`src/rtl/operand_feeder_pkg.sv`:
```
// Shared types and helpers for the operand feeder: FSM state encoding and a
// width helper used for the bit counter and FIFO pointers.
package operand_feeder_pkg;

  typedef enum logic {
    ST_IDLE  = 1'b0,
    ST_SHIFT = 1'b1
  } state_t;

  // Number of bits needed to index 'value' distinct items (ceil(log2(value))).
  function automatic int clog2(input int value);
    int result;
    result = 0;
    for (int v = value - 1; v > 0; v = v >> 1) begin
      result = result + 1;
    end
    return result;
  endfunction

endpackage

```
`src/rtl/operand_feeder_if.sv`:
```
// Word-side and serial-side handshake signals of the operand feeder.
// The feeder connects through the slave modport, the host/bench through master.
interface operand_feeder_if #(
  parameter int DATA_WIDTH = 16
);

  logic [DATA_WIDTH-1:0] iv_a;
  logic [DATA_WIDTH-1:0] iv_b;
  logic                  i_cin;
  logic                  i_valid;
  logic                  o_ready;
  logic                  i_ready;
  logic                  o_din_a;
  logic                  o_din_b;
  logic                  o_cin;
  logic                  o_valid;

  modport slave (
    input  iv_a, iv_b, i_cin, i_valid, i_ready,
    output o_ready, o_din_a, o_din_b, o_cin, o_valid
  );

  modport master (
    output iv_a, iv_b, i_cin, i_valid, i_ready,
    input  o_ready, o_din_a, o_din_b, o_cin, o_valid
  );

endinterface

```
`src/rtl/operand_fifo.sv`:
```
// Synchronous FIFO holding packed {cin, B, A} operand words for the feeder.
// Pointers wrap naturally (DEPTH is a power of two); a count register tells full from empty.
module operand_fifo
  import operand_feeder_pkg::*;
#(
  parameter int WIDTH = 33,
  parameter int DEPTH = 4
) (
  input  logic                       i_clk,
  input  logic                       i_rst,
  input  logic                       i_push,
  input  logic                       i_pop,
  input  logic [WIDTH-1:0]           i_wdata,
  output logic [WIDTH-1:0]           o_rdata,
  output logic                       o_full,
  output logic                       o_empty,
  output logic [clog2(DEPTH+1)-1:0]  o_count
);

  localparam int PW = clog2(DEPTH);
  localparam int CW = clog2(DEPTH + 1);

  logic [WIDTH-1:0] mem_q [DEPTH];
  logic [WIDTH-1:0] mem_d [DEPTH];
  logic [PW-1:0]    wr_ptr_q, wr_ptr_d;
  logic [PW-1:0]    rd_ptr_q, rd_ptr_d;
  logic [CW-1:0]    count_q, count_d;

  always_comb begin
    mem_d    = mem_q;
    wr_ptr_d = wr_ptr_q;
    rd_ptr_d = rd_ptr_q;
    count_d  = count_q;
    if (i_push) begin
      mem_d[wr_ptr_q] = i_wdata;
      wr_ptr_d        = wr_ptr_q + PW'(1);
    end
    if (i_pop) begin
      rd_ptr_d = rd_ptr_q + PW'(1);
    end
    case ({i_push, i_pop})
      2'b10:   count_d = count_q + CW'(1);
      2'b01:   count_d = count_q - CW'(1);
      default: count_d = count_q;
    endcase
  end

  always_ff @(posedge i_clk) begin
    if (!i_rst) begin
      wr_ptr_q <= '0;
      rd_ptr_q <= '0;
      count_q  <= '0;
    end else begin
      wr_ptr_q <= wr_ptr_d;
      rd_ptr_q <= rd_ptr_d;
      count_q  <= count_d;
    end
  end

  // Storage needs no reset: nothing is read until the count says it was written.
  always_ff @(posedge i_clk) begin
    mem_q <= mem_d;
  end

  assign o_rdata = mem_q[rd_ptr_q];
  assign o_full  = (count_q == CW'(DEPTH));
  assign o_empty = (count_q == '0);
  assign o_count = count_q;

endmodule

```
`src/rtl/operand_feeder.sv`:
```
// Accepts parallel A/B/cin words, buffers them and shifts them out LSB first on two
// serial lanes. Optional statistics ports are enabled with OPERAND_FEEDER_STATS_EN.
module operand_feeder
  import operand_feeder_pkg::*;
#(
  parameter int DATA_WIDTH = 16,
  parameter int FIFO_DEPTH = 4
) (
  input  logic                i_clk,
  input  logic                i_rst,
  input  logic                i_en,
  operand_feeder_if.slave     bus
`ifdef OPERAND_FEEDER_STATS_EN
  ,
  output logic [15:0]         ov_words_sent,
  output logic                o_overflow_seen
`endif
);

  localparam int WW = 2 * DATA_WIDTH + 1;
  localparam int KW = (clog2(DATA_WIDTH) < 1) ? 1 : clog2(DATA_WIDTH);
  localparam int CW = clog2(FIFO_DEPTH + 1);

  state_t                state_q, state_d;
  logic [DATA_WIDTH-1:0] sh_a_q, sh_a_d;
  logic [DATA_WIDTH-1:0] sh_b_q, sh_b_d;
  logic                  cin_q, cin_d;
  logic [KW-1:0]         bit_cnt_q, bit_cnt_d;

  logic          ready;
  logic          push;
  logic          load;
  logic          xfer;
  logic          last_bit;
  logic [WW-1:0] fifo_rdata;
  logic          fifo_full;
  logic          fifo_empty;
  logic [CW-1:0] fifo_count;

  // Ready depends only on registered occupancy, so a same-cycle pop never frees a slot.
  assign ready    = i_en & ~fifo_full & i_rst;
  assign push     = bus.i_valid & ready;
  assign xfer     = (state_q == ST_SHIFT) & bus.i_ready & i_en;
  assign last_bit = (bit_cnt_q == KW'(DATA_WIDTH - 1));

  operand_fifo #(
    .WIDTH (WW),
    .DEPTH (FIFO_DEPTH)
  ) u_fifo (
    .i_clk   (i_clk),
    .i_rst   (i_rst),
    .i_push  (push),
    .i_pop   (load),
    .i_wdata ({bus.i_cin, bus.iv_b, bus.iv_a}),
    .o_rdata (fifo_rdata),
    .o_full  (fifo_full),
    .o_empty (fifo_empty),
    .o_count (fifo_count)
  );

  always_comb begin
    state_d   = state_q;
    sh_a_d    = sh_a_q;
    sh_b_d    = sh_b_q;
    cin_d     = cin_q;
    bit_cnt_d = bit_cnt_q;
    load      = 1'b0;
    unique case (state_q)
      ST_IDLE: begin
        if (i_en && !fifo_empty) begin
          load    = 1'b1;
          state_d = ST_SHIFT;
        end
      end
      ST_SHIFT: begin
        if (xfer) begin
          sh_a_d    = sh_a_q >> 1;
          sh_b_d    = sh_b_q >> 1;
          bit_cnt_d = bit_cnt_q + KW'(1);
          if (last_bit) begin
            bit_cnt_d = '0;
            if (fifo_count != '0) begin
              load = 1'b1;
            end else begin
              state_d = ST_IDLE;
            end
          end
        end
      end
      default: state_d = ST_IDLE;
    endcase
    // A load overrides the shift so the next word starts without a bubble.
    if (load) begin
      sh_a_d    = fifo_rdata[DATA_WIDTH-1:0];
      sh_b_d    = fifo_rdata[2*DATA_WIDTH-1:DATA_WIDTH];
      cin_d     = fifo_rdata[WW-1];
      bit_cnt_d = '0;
    end
  end

  always_ff @(posedge i_clk) begin
    if (!i_rst) begin
      state_q   <= ST_IDLE;
      sh_a_q    <= '0;
      sh_b_q    <= '0;
      cin_q     <= 1'b0;
      bit_cnt_q <= '0;
    end else begin
      state_q   <= state_d;
      sh_a_q    <= sh_a_d;
      sh_b_q    <= sh_b_d;
      cin_q     <= cin_d;
      bit_cnt_q <= bit_cnt_d;
    end
  end

  assign bus.o_ready = ready;
  assign bus.o_valid = (state_q == ST_SHIFT);
  assign bus.o_din_a = sh_a_q[0];
  assign bus.o_din_b = sh_b_q[0];
  assign bus.o_cin   = cin_q;

`ifdef OPERAND_FEEDER_STATS_EN
  logic [15:0] words_sent_q, words_sent_d;
  logic        overflow_seen_q, overflow_seen_d;

  always_comb begin
    words_sent_d    = words_sent_q + ((xfer && last_bit) ? 16'd1 : 16'd0);
    overflow_seen_d = overflow_seen_q | (bus.i_valid & ~ready & i_en);
  end

  always_ff @(posedge i_clk) begin
    if (!i_rst) begin
      words_sent_q    <= '0;
      overflow_seen_q <= 1'b0;
    end else begin
      words_sent_q    <= words_sent_d;
      overflow_seen_q <= overflow_seen_d;
    end
  end

  assign ov_words_sent   = words_sent_q;
  assign o_overflow_seen = overflow_seen_q;
`endif

endmodule

```
`src/flat_wrapper.sv`:
```
// flat-port wrapper written by rule: the top's interface ports become plain ports
module operand_feeder_flat import operand_feeder_pkg::*;
#(
  parameter int DATA_WIDTH = 16,
  parameter int FIFO_DEPTH = 4
)
  (i_clk, i_rst, i_en, bus_iv_a, bus_iv_b, bus_i_cin, bus_i_valid, bus_i_ready, bus_o_ready, bus_o_din_a, bus_o_din_b, bus_o_cin, bus_o_valid);
  operand_feeder_if #(.DATA_WIDTH(DATA_WIDTH)) bus_i ();
  input  logic i_clk;
  input  logic i_rst;
  input  logic i_en;
  input wire logic [$bits(bus_i.iv_a)-1:0] bus_iv_a;
  input wire logic [$bits(bus_i.iv_b)-1:0] bus_iv_b;
  input wire logic [$bits(bus_i.i_cin)-1:0] bus_i_cin;
  input wire logic [$bits(bus_i.i_valid)-1:0] bus_i_valid;
  input wire logic [$bits(bus_i.i_ready)-1:0] bus_i_ready;
  output wire logic [$bits(bus_i.o_ready)-1:0] bus_o_ready;
  output wire logic [$bits(bus_i.o_din_a)-1:0] bus_o_din_a;
  output wire logic [$bits(bus_i.o_din_b)-1:0] bus_o_din_b;
  output wire logic [$bits(bus_i.o_cin)-1:0] bus_o_cin;
  output wire logic [$bits(bus_i.o_valid)-1:0] bus_o_valid;
  assign bus_i.iv_a = bus_iv_a;
  assign bus_i.iv_b = bus_iv_b;
  assign bus_i.i_cin = bus_i_cin;
  assign bus_i.i_valid = bus_i_valid;
  assign bus_i.i_ready = bus_i_ready;
  assign bus_o_ready = bus_i.o_ready;
  assign bus_o_din_a = bus_i.o_din_a;
  assign bus_o_din_b = bus_i.o_din_b;
  assign bus_o_cin = bus_i.o_cin;
  assign bus_o_valid = bus_i.o_valid;
  operand_feeder #(.DATA_WIDTH(DATA_WIDTH), .FIFO_DEPTH(FIFO_DEPTH)) u_core (.i_clk(i_clk), .i_rst(i_rst), .i_en(i_en), .bus(bus_i));
endmodule
```
`config.mk`:
```
export PLATFORM = sky130hd
export DESIGN_NAME = operand_feeder_flat
export DESIGN_NICKNAME = d
export VERILOG_FILES = /design/src/rtl/operand_feeder_pkg.sv /design/src/rtl/operand_feeder_if.sv /design/src/rtl/operand_fifo.sv /design/src/rtl/operand_feeder.sv /design/src/flat_wrapper.sv
export SDC_FILE = /design/constraint.sdc
export NUM_CORES = 1
export LEC_CHECK = 0
export ABC_AREA = 0
export BUFFER_PORTS_ARGS = -buffer_cell sky130_fd_sc_hd__buf_2
export CAP_MARGIN = 30
export CORE_MARGIN = 2
export CORE_UTILIZATION = 33
export CTS_CLUSTER_DIAMETER = 80
export DETAILED_ROUTE_END_ITERATION = 6
export HOLD_SLACK_MARGIN = 0.1
export SYNTH_ARGS = -nofsm -noshare
export SYNTH_HDL_FRONTEND = slang
export SYNTH_SLANG_ARGS = --single-unit
```
`constraint.sdc`:
```
create_clock -name i_clk -period 3.35 [get_ports i_clk]
set_input_delay 0.67 -clock i_clk [delete_from_list [all_inputs] [get_ports i_clk]]
set_output_delay 0.67 -clock i_clk [all_outputs]
set_load 0.05 [all_outputs]
```
==> results.tsv, run 1 <==
stage	metric	value	unit
status	status	complete, no violations	
setup_path	Worst setup SP type	register	
global_route	first-pass GRT wire length	20800	um
cts	CTS tree	done	
layout	Nets	524	
setup_path	reg2reg setup slack	1.07	ns
layout	share of cells above drive strength 1	25.0	%
synthesis	synthesized area per cell	15.9	um2
detailed_routing	via density per instance	4.81	
global_route	Total GRT Usage	12.5	%
cts	clock latency on the worst-skew pair	0.43	ns
detailed_routing	DRC Markers	0	
setup_path	cells on worst reg2reg path	10	
synthesis	post-synthesis simple-gate area fraction	6.15	%
power	maximum vdd drop	0.378	mV
detailed_routing	routed len/inst	16.7	um
hold_path	min-delay worst type	in -> reg	
run	Max-Cap Viols	0	
floorplanning	die height	148	um
setup_path	critical path type	reg -> reg	
sta	Final period util	68.0	%
detailed_routing	Routed Antenna Nets	0	
place	IO buf count	42	
sta	final setup violation count	0	
floorplanning	Initial Utilization	33.7	%
synthesis	sequential area share after synthesis	71.2	%
place	DP HPWL	7330	um
hold_path	hold path startpoint	bus_iv_b[4]	
floorplanning	DIE WIDTH	148	um
setup_path	WP data arrival	2.62	ns
global_route	largest net degree at the start of global routing	44	
floorplanning	Cell Rows	52	
synthesis	Syn Nets	476	
sta	post-layout min period	2.28	ns
sta	RSZ-0062 raised after global routing	false	
synthesis	synthesized area	0.00684	mm2
global_route	initial antenna violation count	0	
cts	postcts setup bufs	0	
setup_path	WP data required	3.69	ns
hold_path	hold endpoint	u_core.u_fifo.mem_q[119]$_DFFE_PP_	
global_route	gr ovfl total	0	
synthesis	flops & latches, synth	177	
layout	fillers	1932	
sta	highest clock rate	0.439	GHz
detailed_routing	via count	3662	
sta	skew final	0.0140	ns
cts	clock root buffer master	clkbuf_16	
hold_path	WHS Path Cells	1	
sta	Max transition margin	55.2	%
setup_path	Reg-to-Reg Start	u_core.bit_cnt_q[0]$_SDFFE_PP0P_	
place	DP Worst Slack	0.843	ns
sta	setup tns final	0	ns
synthesis	Yosys warnings	0	
layout	Syn-to-layout area delta	16.0	%
place	Placer Congestion	0.681	
synthesis	post-synthesis mux area share	11.3	%
setup_path	Crit. End Element	register	
detailed_routing	drt pass-1 iters	5	
cts	Clock transition at path regs	0.07	ns
sta	final setup margin	1.07	ns
floorplanning	core area	0.0203	mm2
cts	hold_buf cts	0	
layout	ant diodes	0	
cts	post-CTS sizing	0	
synthesis	main combinational cell family by area after synthesis	multiplexers	
layout	multi-input combinational cell area	0.00178	mm2
synthesis	area share of xor/xnor cells in the synthesized design	0.512	%
synthesis	Netlist cell types	37	
power	P_leak	2.58	nW
cts	H-Tree Depth	4	
power	pwr/cell area	701	mW/mm2
synthesis	Post-Synthesis Cells	431	
floorplanning	die area	0.0219	mm2
synthesis	Post-Synth Adder-Cell Area	1.39	%
setup_path	CP max FO	4	
cts	Clock Path Buffers	2	
detailed_routing	Initial DRC Count	210	
sta	final-report hold violation count	0	
cts	CTS sink count	177	
global_route	vias in the first global route	3915	
detailed_routing	WL final	12700	um
cts	CTS Buf Count	17	
sta	Slew @ Worst Pin	0.671	ns
layout	Reg area	0.00487	mm2
sta	Slew Limit Fails	0	
floorplanning	# IOs	43	
synthesis	post-synthesis compound-gate area fraction	6.63	%
setup_path	reg2reg end	u_core.u_fifo.o_count[2]$_SDFFE_PN0P_	
cells in the mapped netlist (all sizes together):
master	instances	share of area (%)
a21oi	3	0.22
a211oi	1	0.11
o21a	1	0.11
xor2	2	0.26
inv	9	0.49
nand3	3	0.22
nand2b	2	0.18
mux4	33	11
or3	2	0.18
o21ai	35	2.8
buf	14	1.8
fa	1	0.29
or4	1	0.11
and2	7	0.64
nor2	4	0.22
nand2	70	3.8
a22oi	2	0.22
mux2i	3	0.44
nor3	1	0.073
o31a	1	0.13
a21boi	2	0.22
and3	2	0.18
nor2b	3	0.27
xnor2	2	0.26
edfxtp	132	58
a31oi	31	2.8
nand4	1	0.092
clkbuf	11	0.60
and4	1	0.13
ha	6	1.1
dfxtp	45	13
kinds of logic (layout without fill, tap and decap cells):
family          count (synthesis)  after routing
compound gates                 76             76
flops                         177            177
buf+inv                        34             95
xor+xnor                        4              4
fa+ha+maj                       7              7
simple gates                   97             97
mux                            36             36
layer usage:
| layer | vias up | GRT usage [%] | share of wire (%) |
|---|---|---|---|
| met5 | - | 0 | 0 |
| met4 | 0 | 4.43 | 0.86 |
| met3 | 11 | 3.58 | 4.6 |
| met2 | 74 | 20.9 | 51 |
| met1 | 1830 | 15.7 | 43 |
| li1 | 1747 | - | - |
worst max-delay path, cell delays in order (launching register included):
cell	delay [ns]
dfxtp_1	0.38
ha_1	0.19
and4_1	0.22
o21ai_2	0.07
inv_2	0.06
ha_1	0.17
inv_1	0.06
fa_1	0.37
xor2_1	0.16
or3_1	0.31
a21boi_0	0.20
through the flow:
| stage | hold WS (ns) | total power (W) | util, % | instance area, um2 | std cells |
|---|---|---|---|---|---|
| 2_1_floorplan | 0.450 | 0.00349 | - | 6840 | 431 |
| 3_3_place_gp | 0.459 | 0.00366 | 36.2 | 7350 | 730 |
| 3_5_place_dp | 0.470 | 0.00369 | 36.2 | 7350 | 730 |
| 4_1_cts | 0.429 | 0.00563 | 39.1 | 7930 | 762 |
| 5_1_grt | 0.439 | 0.00583 | 39.1 | 7930 | 762 |
| 6_report | 0.454 | 0.00556 | 39.1 | 7930 | 762 |
flip-flops by register name, summed over array words and instances, names as in the netlist:
register and flops:
u_core.u_fifo.rd_ptr_q 2, u_core.sh_b_q 16, u_core.u_fifo.wr_ptr_q 2, u_core.u_fifo.mem_q 132, u_core.bus.o_valid 1, u_core.u_fifo.o_count 3, u_core.bit_cnt_q 4, u_core.bus.o_cin 1
u_core.sh_a_q 16
cell usage in the layout, fill, tap and decap left out, types with 4 or more instances in the layout:
master / netlist / layout
a31oi_1: 31 / 31
and2_1: 7 / 7
buf_2: 3 / 42
buf_4: 3 / 9
clkbuf_16: 0 / 18
dfxtp_1: 45 / 44
edfxtp_1: 132 / 132
ha_1: 6 / 6
inv_1: 8 / 8
mux4_2: 33 / 33
nand2_1: 70 / 70
nor2_1: 4 / 4
o21ai_0: 4 / 4
o21ai_1: 27 / 27
o21ai_2: 4 / 4
area by class of cell:
type | instances | share of cell area (%)
clock buffers | 22 | 6.00
clock inverters | 10 | 1.26
inverters | 9 | 0.426
multi-input cells | 220 | 22.4
flip-flops and latches | 177 | 61.4
well taps | 270 | 4.26
repair buffers | 54 | 4.26
power breakdown:
part / switching (W) / leakage, nW / internal (W)
Sequential: 0.000136 / 1.56 / 0.00254
Combinational: 0.000550 / 0.734 / 0.000406
Clock: 0.000821 / 0.284 / 0.00110
worst max path at each step:
stage / start / end / slack (ns)
after floorplan: bus_i_ready / u_core.u_fifo.o_count[2]$_SDFFE_PN0P_ / 0.73
after detailed placement: i_en / u_core.u_fifo.o_count[2]$_SDFFE_PN0P_ / 0.84
after CTS: u_core.bit_cnt_q[0]$_SDFFE_PP0P_ / u_core.u_fifo.o_count[2]$_SDFFE_PN0P_ / 1.09
after global placement: i_en / u_core.u_fifo.o_count[2]$_SDFFE_PN0P_ / 0.94
after global routing: u_core.bit_cnt_q[0]$_SDFFE_PP0P_ / u_core.u_fifo.o_count[2]$_SDFFE_PN0P_ / 0.89
final: u_core.bit_cnt_q[0]$_SDFFE_PP0P_ / u_core.u_fifo.o_count[2]$_SDFFE_PN0P_ / 1.07
(Power assumes the default switching activity.)
==> run 2: changes to the inputs <==
==> constraint.sdc (replaced) <==
create_clock -name i_clk -period 1.9 [get_ports i_clk]
set_input_delay 0.38 -clock i_clk [delete_from_list [all_inputs] [get_ports i_clk]]
set_output_delay 0.38 -clock i_clk [all_outputs]
set_load 0.05 [all_outputs]
==> results.tsv, run 2 (synthesis results as in run 1) <==
stage	metric	value	unit
cts	Clock Path Buffers	2	
place	DP Worst Slack	-0.103	ns
layout	most frequent cells in the layout	132 x edfxtp_1, 70 x nand2_1, 42 x buf_2	
layout	multi-input combinational cell area	0.00183	mm2
layout	share of cells above drive strength 1	30.2	%
place	DP HPWL	7600	um
setup_path	reg2reg end	u_core.u_fifo.o_count[2]$_SDFFE_PN0P_	
setup_path	CP max FO	2	
power	pwr/cell area	1220	mW/mm2
global_route	gr ovfl total	0	
setup_path	Worst setup SP type	register	
layout	Reg area	0.00487	mm2
detailed_routing	via count	3736	
detailed_routing	Routed Antenna Nets	0	
sta	final setup violation count	1	
detailed_routing	routed len/inst	16.5	um
setup_path	Crit. End Element	register	
detailed_routing	WL final	12800	um
cts	post-CTS sizing	0	
floorplanning	core area	0.0203	mm2
detailed_routing	drt pass-1 iters	4	
sta	Final period util	106	%
setup_path	crit path from	u_core.bit_cnt_q[1]$_SDFFE_PP0P_	
hold_path	min-delay worst type	in -> reg	
setup_path	WP data arrival	2.36	ns
global_route	largest net degree at the start of global routing	61	
sta	RSZ-0062 raised after global routing	true	
sta	Slew @ Worst Pin	0.466	ns
setup_path	crit path capture	u_core.u_fifo.o_count[2]$_SDFFE_PN0P_	
layout	fillers	1882	
sta	post-layout min period	2.01	ns
cts	H-Tree Depth	4	
place	dpl cells	744	
cts	CTS tree	done	
setup_path	reg2reg setup slack	-0.11	ns
global_route	vias in the first global route	3900	
floorplanning	die height	148	um
detailed_routing	Initial DRC Count	339	
floorplanning	Cell Rows	52	
detailed_routing	DRC Markers	0	
cts	CTS Buf Count	17	
detailed_routing	via density per instance	4.81	
layout	max reg flops	132	
run	Max-Cap Viols	0	
power	P_leak	2.69	nW
place	IO buf count	42	
global_route	initial antenna violation count	0	
cts	hold_buf cts	0	
floorplanning	DIE WIDTH	148	um
cts	clock root buffer master	clkbuf_16	
setup_path	WP data required	2.25	ns
status	status	finished with violations	
global_route	Total GRT Usage	12.4	%
layout	Syn-to-layout area delta	20.2	%
layout	ant diodes	0	
floorplanning	Initial Utilization	33.7	%
floorplanning	# IOs	43	
sta	final-report hold violation count	0	
sta	Max transition margin	68.9	%
setup_path	Reg-to-Reg Start	u_core.bit_cnt_q[1]$_SDFFE_PP0P_	
layout	Reg with most FFs	u_core.u_fifo.mem_q	
global_route	first-pass GRT wire length	20600	um
layout	final non-filler cell total	777	
cts	CTS sink count	177	
floorplanning	die area	0.0219	mm2
setup_path	cells on worst reg2reg path	10	
layout	Nets	539	
layout	commonest non-fill, non-tap cell in the layout	edfxtp_1	
setup_path	critical path type	reg -> reg	
cts	clock latency on the worst-skew pair	0.43	ns
power	maximum vdd drop	0.724	mV
place	Placer Congestion	0.709	
sta	highest clock rate	0.498	GHz
sta	skew final	0.0139	ns
status	failing checks	negative setup slack	
sta	final setup margin	-0.108	ns
sta	Slew Limit Fails	0	
layout	top flop regs	u_core.u_fifo.mem_q: 132 flops, u_core.sh_a_q: 16 flops, u_core.sh_b_q: 16 flops	
cts	Clock transition at path regs	0.07	ns
run 2: final cells by class:
type                       instances  share of cell area (%)
sequential                       177                    59.2
clock inverter                    14                    2.10
inverter                           9                   0.411
timing repair buffer              69                    6.70
multi-input combinational        220                    22.2
clock buffer                      18                    5.22
tap                              270                    4.11
run 2: layer usage:
metal	part of all wire, %	vias to the layer above	GRT usage [%]
met5	0	-	0
met4	0.88	0	3.43
met3	3.9	8	3.61
met2	50	63	20.3
met1	45	1891	16.2
li1	-	1774	-
run 2: worst max-delay path, stage by stage (launching register included):
cell	delay [ns]
dfxtp_2	0.36
ha_4	0.14
and4_4	0.23
o21ai_4	0.06
inv_2	0.07
ha_4	0.13
inv_2	0.03
fa_2	0.32
xor2_1	0.15
or3_1	0.31
a21boi_1	0.12
run 2: what timing repair did:
action | CTS | global route
endpoints found under the setup margin | 1 | 2
endpoints found under the hold margin | 0 | 0
buffers inserted | 1 | 0
pin swaps | 0 | 0
run 2: how the worst min path moves through the flow:
| stage | cells past startpoint | end | startpoint | slack, ns |
|---|---|---|---|---|
| after CTS | 1 | u_core.u_fifo.mem_q[106]$_DFFE_PP_ | bus_iv_a[7] | 0.14 |
| after floorplan | 2 | u_core.sh_a_q[1]$_SDFFE_PN0P_ | u_core.sh_a_q[2]$_SDFFE_PN0P_ | 0.45 |
| after global placement | 2 | u_core.sh_a_q[1]$_SDFFE_PN0P_ | u_core.sh_a_q[2]$_SDFFE_PN0P_ | 0.46 |
| after global routing | 1 | u_core.u_fifo.mem_q[118]$_DFFE_PP_ | bus_iv_b[3] | 0.14 |
| final | 1 | u_core.u_fifo.mem_q[118]$_DFFE_PP_ | bus_iv_b[3] | 0.16 |
| after detailed placement | 2 | u_core.sh_b_q[11]$_SDFFE_PN0P_ | u_core.sh_b_q[12]$_SDFFE_PN0P_ | 0.46 |
run 2: power by group:
part,switching (W),internal [W]
sequential,0.000183,0.00448
combinational,0.00105,0.000802
clock,0.00153,0.00198
run 2: stage by stage:
step	utilization, %	TNS, ns	area [um2]	power, W	hold WS (ns)
final	40.5	-0.108	8220	0.0100	0.162
after global routing	40.5	-0.227	8220	0.0105	0.136
after CTS	40.5	-0.113	8220	0.0102	0.142
after detailed placement	37.5	-0.103	7610	0.00662	0.462
after global placement	37.5	-0.0410	7610	0.00657	0.461
after floorplan	-	-0.349	6900	0.00621	0.450
